`src/rtl/alu_pkg.sv`:
```
// Shared types for the ALU issue stage: opcode constants, command layout,
// result width and control FSM encoding.
package alu_pkg;

    localparam int OP_W   = 4;
    localparam int OPND_W = 2;
    localparam int CMD_W  = OP_W + OPND_W;
    localparam int RES_W  = 5;

    localparam logic [OP_W-1:0] OP_AND   = 4'b0000;
    localparam logic [OP_W-1:0] OP_OR    = 4'b0001;
    localparam logic [OP_W-1:0] OP_XOR   = 4'b0010;
    localparam logic [OP_W-1:0] OP_ADD   = 4'b0011;
    localparam logic [OP_W-1:0] OP_SUB   = 4'b0100;
    localparam logic [OP_W-1:0] OP_MUL   = 4'b0101;
    localparam logic [OP_W-1:0] OP_DIV   = 4'b0110;
    localparam logic [OP_W-1:0] OP_MOD   = 4'b0111;
    localparam logic [OP_W-1:0] OP_NANDB = 4'b1111;

    // opnd[0] is operand A, opnd[1] is operand B
    typedef struct packed {
        logic [OP_W-1:0]   st;
        logic [OPND_W-1:0] opnd;
    } cmd_t;

    typedef enum logic [1:0] {
        ST_IDLE  = 2'd0,
        ST_RUN   = 2'd1,
        ST_STALL = 2'd2
    } state_t;

endpackage

```
`src/rtl/alu_cmd_fifo.sv`:
```
// Command FIFO for the ALU issue stage; power-of-two depth, pointers wrap
// naturally and the occupancy counter distinguishes full from empty.
module alu_cmd_fifo
    import alu_pkg::*;
#(
    parameter int DEPTH = 4
) (
    input  logic                     clk,
    input  logic                     rst,
    input  logic                     push,
    input  logic                     pop,
    input  cmd_t                     din,
    output cmd_t                     dout,
    output logic                     full,
    output logic                     empty,
    output logic [$clog2(DEPTH):0]   count
);

    localparam int AW = $clog2(DEPTH);

    cmd_t           r_mem [DEPTH];
    logic [AW-1:0]  r_wr_ptr;
    logic [AW-1:0]  r_rd_ptr;
    logic [AW:0]    r_count;
    logic           w_push;
    logic           w_pop;

    assign w_push = push && !full;
    assign w_pop  = pop && !empty;

    always_ff @(posedge clk) begin
        if (rst) begin
            r_wr_ptr <= '0;
            r_rd_ptr <= '0;
            r_count  <= '0;
        end else begin
            if (w_push) r_wr_ptr <= r_wr_ptr + AW'(1);
            if (w_pop)  r_rd_ptr <= r_rd_ptr + AW'(1);
            case ({w_push, w_pop})
                2'b10:   r_count <= r_count + (AW+1)'(1);
                2'b01:   r_count <= r_count - (AW+1)'(1);
                default: r_count <= r_count;
            endcase
        end
    end

    // Storage is not reset; the empty flag masks stale entries.
    always_ff @(posedge clk) begin
        if (w_push) r_mem[r_wr_ptr] <= din;
    end

    assign dout  = r_mem[r_rd_ptr];
    assign full  = (r_count == (AW+1)'(DEPTH));
    assign empty = (r_count == '0);
    assign count = r_count;

endmodule

```
`src/rtl/alu_issue_stage.sv`:
```
// Issue stage between a command stream and an external combinational ALU.
// Optional macro ALU_ISSUE_DIVZERO_EN adds res_err and zeroes div/mod by zero.
module alu_issue_stage
    import alu_pkg::*;
#(
    parameter int DEPTH = 4
) (
    input  logic              clk,
    input  logic              rst,
    input  logic              cmd_valid,
    output logic              cmd_ready,
    input  logic [OP_W-1:0]   cmd_st,
    input  logic [OPND_W-1:0] cmd_in,
    output logic [OP_W-1:0]   alu_st,
    output logic [OPND_W-1:0] alu_in,
    input  logic [RES_W-1:0]  alu_out,
    output logic              res_valid,
    input  logic              res_ready,
    output logic [RES_W-1:0]  res_data,
`ifdef ALU_ISSUE_DIVZERO_EN
    output logic [OP_W-1:0]   res_op,
    output logic              res_err
`else
    output logic [OP_W-1:0]   res_op
`endif
);

    localparam int CW = $clog2(DEPTH) + 1;

    cmd_t              w_head;
    logic              w_full;
    logic              w_empty;
    logic [CW-1:0]     w_count;
    logic [CW-1:0]     w_cnt_nxt;
    logic              w_push;
    logic              w_issue;
    logic              w_valid_nxt;
    logic [RES_W-1:0]  w_res;
    logic              w_err;

    logic              r_res_valid;
    logic [RES_W-1:0]  r_res_data;
    logic [OP_W-1:0]   r_res_op;
    logic              r_res_err;
    state_t            r_state;

    assign cmd_ready   = !w_full;
    assign w_push      = cmd_valid && !w_full;
    assign w_issue     = !w_empty && (!r_res_valid || res_ready);
    assign w_valid_nxt = w_issue || (r_res_valid && !res_ready);
    assign w_cnt_nxt   = w_count + CW'(w_push) - CW'(w_issue);

    alu_cmd_fifo #(.DEPTH(DEPTH)) u_fifo (
        .clk   (clk),
        .rst   (rst),
        .push  (w_push),
        .pop   (w_issue),
        .din   ({cmd_st, cmd_in}),
        .dout  (w_head),
        .full  (w_full),
        .empty (w_empty),
        .count (w_count)
    );

    assign alu_st = w_empty ? '0 : w_head.st;
    assign alu_in = w_empty ? '0 : w_head.opnd;

    always_comb begin
        w_res = alu_out;
        w_err = 1'b0;
`ifdef ALU_ISSUE_DIVZERO_EN
        if ((w_head.st == OP_DIV || w_head.st == OP_MOD) && !w_head.opnd[1]) begin
            w_res = '0;
            w_err = 1'b1;
        end
`endif
    end

    // Result register: reload on issue, otherwise drain on res_ready
    always_ff @(posedge clk) begin
        if (rst) begin
            r_res_valid <= 1'b0;
            r_res_data  <= '0;
            r_res_op    <= '0;
            r_res_err   <= 1'b0;
        end else if (w_issue) begin
            r_res_valid <= 1'b1;
            r_res_data  <= w_res;
            r_res_op    <= w_head.st;
            r_res_err   <= w_err;
        end else if (res_ready) begin
            r_res_valid <= 1'b0;
        end
    end

    always_ff @(posedge clk) begin
        if (rst) begin
            r_state <= ST_IDLE;
        end else begin
            case (r_state)
                ST_IDLE:  if (w_push) r_state <= ST_RUN;
                ST_RUN: begin
                    if (r_res_valid && !res_ready && !w_empty)
                        r_state <= ST_STALL;
                    else if (w_cnt_nxt == '0 && !w_valid_nxt)
                        r_state <= ST_IDLE;
                end
                ST_STALL: if (res_ready) r_state <= ST_RUN;
                default:  r_state <= ST_IDLE;
            endcase
        end
    end

    assign res_valid = r_res_valid;
    assign res_data  = r_res_data;
    assign res_op    = r_res_op;
`ifdef ALU_ISSUE_DIVZERO_EN
    assign res_err   = r_res_err;
`else
    logic w_unused_err;
    assign w_unused_err = r_res_err ^ w_err ^ (r_state == ST_STALL);
`endif

endmodule

```
`config.mk`:
```
export PLATFORM = sky130hd
export DESIGN_NAME = alu_issue_stage
export DESIGN_NICKNAME = d
export VERILOG_FILES = /design/src/rtl/alu_pkg.sv /design/src/rtl/alu_cmd_fifo.sv /design/src/rtl/alu_issue_stage.sv
export SDC_FILE = /design/constraint.sdc
export NUM_CORES = 1
export LEC_CHECK = 0
export ABC_AREA = 1
export CAP_MARGIN = 10
export CORE_MARGIN = 10
export CORE_UTILIZATION = 35
export DETAILED_ROUTE_END_ITERATION = 10
export GPL_TIMING_DRIVEN = 0
export MAX_ROUTING_LAYER = met4
export PLACE_DENSITY = 0.64
export SKIP_CTS_REPAIR_TIMING = 1
export SLEW_MARGIN = 20
export SYNTH_ARGS = -nofsm -noshare
export SYNTH_HDL_FRONTEND = slang
export SYNTH_SLANG_ARGS = --single-unit
export TNS_END_PERCENT = 20
```
`constraint.sdc`:
```
create_clock -name clk -period 2.5 [get_ports clk]
set_clock_uncertainty 0.1 [all_clocks]
set_input_delay 0.5 -clock clk [delete_from_list [all_inputs] [get_ports clk]]
set_output_delay 0.5 -clock clk [all_outputs]
set_load 0.05 [all_outputs]
```
Word level (Yosys, flattened, before mapping):

Memories as Yosys holds them, arrays and structs flattened. A register that Yosys moved wholly into a read port is not among the register bits.
Index checks and enable logic that the tools add are counted.

* reduce and logical (&&, ||, !) cells: 11
* add/sub/neg operators: 4
* mux-type cells: 9
* eq/ne operators: 3

Operator list (number)
* $mux 2: 3
* $pmux 3 s2: 1
* $add 2x1->2 const B: 2
* $logic_and 1x1->1: 4
* $mux 1: 4
* $mux 4: 1
* $reduce_bool 2->1: 2
* $add 3x1->3 const B: 1
* $eq 3x3->1 const B: 1
* $logic_not 1->1: 3
* $logic_not 3->1: 1
* $sub 3x1->3 const B: 1
* $eq 2x1->1 const B: 1
* $eq 2x2->1 const B: 1
* $logic_or 1x1->1: 1

* logic and storage cells: 34
* memories kept: 1
* register bits: 17
* memory bits (writable): 24
* output and inout port bits: 17

Memory list
* u_fifo.r_mem: depth 4, width 6, read ports 1, clocked after memory_dff 1, write ports 1, line alu_cmd_fifo.sv:21 `cmd_t r_mem [DEPTH];`

Longest topological paths before layout:

* depth in word-level cells: 6
* gate-level depth with buffers: 13
* depth with buffers taken out: 13

Cells and area by module:

From an unflattened synthesis, not the netlist that was laid out.

* cell total of the unflattened synthesis: 203
* area total of the unflattened synthesis: 1913.1 um^2

By module, submodules not included
* alu_cmd_fifo: cells an instance 128, area each 1395.1 um^2, seq. area each 900.9 um^2, times used 1
* alu_issue_stage: cells an instance 75, area each 518.0 um^2, seq. area each 200.2 um^2, times used 1

Worst setup path before layout:

No wires, ideal clock.

* kind: register -> register
* from: reg u_fifo.r_count[0], in the netlist u_fifo.count[0]
* to: reg u_fifo.r_count[2], in the netlist u_fifo.count[2]
* path buffers: 0
* cell stages (with the launch flop): 13
* path slack: 386 ps
* setup time: 113 ps
* data arrival time: 1901 ps
* data required time: 2287 ps
* path through: dfxtp_1 nor2_2 nand2_1 nand2_2 ha_1 inv_1 fa_1 inv_1 nand2_1 nand3_1 nand2_1 nand2_1 nor2_1

* cells in the longest elaborated chain, start to end: 6

RTL lines
* start: declaration: line alu_cmd_fifo.sv:24 `logic [AW:0] r_count;`
* start signal: assignment: line alu_cmd_fifo.sv:40 `2'b10: r_count <= r_count + (AW+1)'(1);`
* start signal: assignment: line alu_cmd_fifo.sv:41 `2'b01: r_count <= r_count - (AW+1)'(1);`
* start signal: assignment: line alu_cmd_fifo.sv:42 `default: r_count <= r_count;`
* $eq 3x3->1 *: line alu_cmd_fifo.sv:53 `assign full = (r_count == (AW+1)'(DEPTH));`
* $logic_not 1->1 *
* named net cmd_ready: line alu_issue_stage.sv:11 `output logic cmd_ready,`
* $logic_and 1x1->1: line alu_issue_stage.sv:48 `assign w_push = cmd_valid && !w_full;`
* $logic_and 1x1->1 *: line alu_cmd_fifo.sv:28 `assign w_push = push && !full;`
* $eq 2x1->1 or $eq 2x2->1 (tied branches): line alu_cmd_fifo.sv:39 `case ({w_push, w_pop})`
* $pmux 3 s2 or $reduce_bool 2->1 (tied branches)

Mark *: on every way through the listed nets, which the timed path passes. The rest lies on a longest branch.
A chain may end at the register's enable or synchronous reset.

==> flow_summary.toml <==
[floorplanning]
core_um2 = 5140
die_height_um = 93.25
num_rows = 26
io_pins = 32
dieWidth_um = 93.25
initial_core_util_pct = 36.54
floorplan.die_area_um2 = 8696

[yosys]
ys_types = 18
synth_area_per_cell_um2 = 8.943
synth_edf_count = 24
synth_common_cells = "nand2_1 (42), inv_1 (39), nor2_1 (35)"
synth_mux_area_share_pct = 0
synth_flop_cell = "edfxtp_1"
synthTopCellsByArea = "edfxtp_1 (38%), dfxtp_1 (20%), nand2_1 (8.4%), inv_1 (7.8%), nor2_1 (7.0%)"
yosysWarnings = 0
async_flop_share_pct = 0
synth-xor-area-share_pct = 0
syn_inst = 210
ys_seq_area_share_pct = 58.63
syn_nets = 231
synth-adder-area-share_pct = 4.397
yosysMostFrequentCell = "nand2_1"
synth_compound_area_share_pct = 6.329
yosysTopAreaCell = "edfxtp_1"
ys_ff_latch = 43
synth_top_family_by_area = "simple AND/OR/NAND/NOR gates"
yosysTopAreaCellShare_pct = 38.37
yosys.area_share.simple_pct = 20.19
syn-cell-area_um2 = 1878

[routing]
viasPerCell = 4.238
ant_nets = 0
first_pass_iters = 5
via_count = 1352
wire_per_inst_um = 11.58
drt_wl_total_mm = 3.694
drcViolationCount = 0
drtIter0Drc = 58

[flow_run]
maxCapViolations = 0

[timing]
tightest_slew_ps = 626.4
rsz0062_at_grt = "no"
hold_violations = 0
fin_crit_sh_pct = 93.58
drv_slew = 0
timing.hold.ws_ps = 385.5
min_period_ps = 2340
max_freq_ghz = 0.4274
setup_violations = 0
fin_ws_ps = 160.5
max_slew_margin_pct = 58.09

[final_layout]
area_growth_pct = 25.92
multi_input_area_um2 = 580.6
regArea_um2 = 1101
final_nets = 269
final_core_util_pct = 46.01
antenna_cells = 0
drive_above_1_share_pct = 7.229
fillers = 535

[worst_setup_path]
cp_top_family = "buffers and inverters"
r2r_cells = 12
r2r_end = "u_fifo.count[2]$_SDFFE_PP0P_"
rrSetupSlack_ps = 590
slowest_stage = "dfxtp_1"
start_kind = "flip-flop"
path_cells = "inv_1 -> nor2_1 -> o21ai_0 -> a21oi_1 -> dlymetal6s2s_1"
cp-end-kind = "primary output"
crit_type = "flip-flop to primary output"
r2r_start = "u_fifo.count[0]$_SDFFE_PP0P_"
path_max_fanout = 7
cp.required_ps = 1900
worst_path_largest_cell_delay_ps = 490
path_buf_inv = 2
cp_num_cells = 5
cp.arrival_ps = 1740

[power]
p_leak_nw = 1.086
powerDensity_nw_per_um2 = 1320
ir_worst_vdd_v = 0.0004850

[min_path]
min-delay-start = "res_data[1]$_SDFFE_PP0P_"
min_path_cells = 2
holdPathEnd = "res_data[1]$_SDFFE_PP0P_"
worstHoldPathType = "flip-flop to flip-flop"

[placed_design]
port_buffers = 31
dp_hpwl_mm = 2.790
gp_congestion = 0.7581
dp_slack_ps = -91.04

[clock_tree]
numCtsBuffers = 5
clk_path_buf_depth = 2
clock-root-buffer = "clkbuf_8"
cts_max_level = 2
cts_sinks = 43
clock_latency_ps = 290
path_clk_slew_ps = 80
cts_tree = "done"

[grt]
grt_pass1_wl_mm = 6.147
grt_pass1_vias = 1339
track_usage_pct = 9.128
antenna_found_initial = 0
overflow = 0
grt_start_max_net_pins = 13

[run_status]
status = "finished clean"
==> report_power, final <==
| part | switching [mW] | leakage, nW | internal [mW] |
|---|---|---|---|
| clock | 0.216 | 0.0422 | 0.196 |
| combinational | 1.15 | 0.666 | 0.554 |
| sequential | 0.0926 | 0.378 | 0.910 |
==> flip-flops by register name, summed over array words and instances, names as in the netlist, named ones only <==
name / cells
u_fifo.count: 3
u_fifo.r_mem: 24
res_valid: 1
res_op: 4
res_data: 5
u_fifo.r_wr_ptr: 2
u_fifo.r_rd_ptr: 2
==> worst reg2reg max path: cells and delay by family, from the launching register on <==
family / cells / cell delay, ps
buffers and inverters: 2 / 130
and+or+nand+nor: 8 / 690
adders and majority gates: 2 / 560
DFF: 1 / 320
==> final cells by class <==
class | count | area share, %
buffer | 4 | 1.799
clock buffer | 7 | 3.228
clock inverter | 1 | 0.2116
inverter | 41 | 6.508
multi-input combinational | 122 | 24.55
sequential | 43 | 46.56
tap | 70 | 3.704
timing repair buffer | 31 | 13.44
==> how the worst max path moves through the flow <==
| stage | startpoint | to | slack [ps] |
|---|---|---|---|
| after global placement | res_ready | u_fifo.count[2]$_SDFFE_PP0P_ | -40 |
| after detailed placement | res_ready | u_fifo.count[2]$_SDFFE_PP0P_ | -90 |
| final | flip-flop | alu_in[1] | 160 |
| after global routing | flip-flop | alu_st[0] | 40 |
| after CTS | flip-flop | alu_in[0] | -310 |
| after floorplan | u_fifo.count[0]$_SDFFE_PP0P_ | u_fifo.count[2]$_SDFFE_PP0P_ | 390 |
==> metrics by stage <==
step | setup TNS (ps) | total power [mW] | area (um^2) | std cells
after floorplan | 0 | 2.243 | 1878 | 210
after global placement | -41.42 | 2.742 | 2276 | 311
after detailed placement | -91.04 | 2.766 | 2276 | 311
after CTS | -1380 | 3.178 | 2357 | 319
after global routing | 0 | 3.355 | 2365 | 319
final | 0 | 3.121 | 2365 | 319
==> layout by cell type (no fill, tap or decap), drive strengths merged <==
cell	count
a21oi	11
buf	4
clkbuf	8
clkdlybuf4s50	25
clkinv	1
dfxtp	19
dlymetal6s2s	5
edfxtp	24
fa	1
ha	5
inv	41
nand2	45
nand3	12
nor2	36
o21ai	12
==> routing by layer <==
metal  share of wire (%)  vias up  GRT usage [%]
li1                    -      726              -
met4                 2.6        0          4.756
met1                  47      590          10.44
met5                   0        -              -
met3                 3.7        9          2.398
met2                  46       27          14.39
==> cell families (layout without fill, tap and decap cells) <==
kind of cell | count (synthesis) | in the layout
fa+ha+maj | 6 | 6
buf+inv | 45 | 84
simple gates | 93 | 93
compound gates | 23 | 23
flops | 43 | 43
No activity file was read; power rests on OpenSTA's default activity.
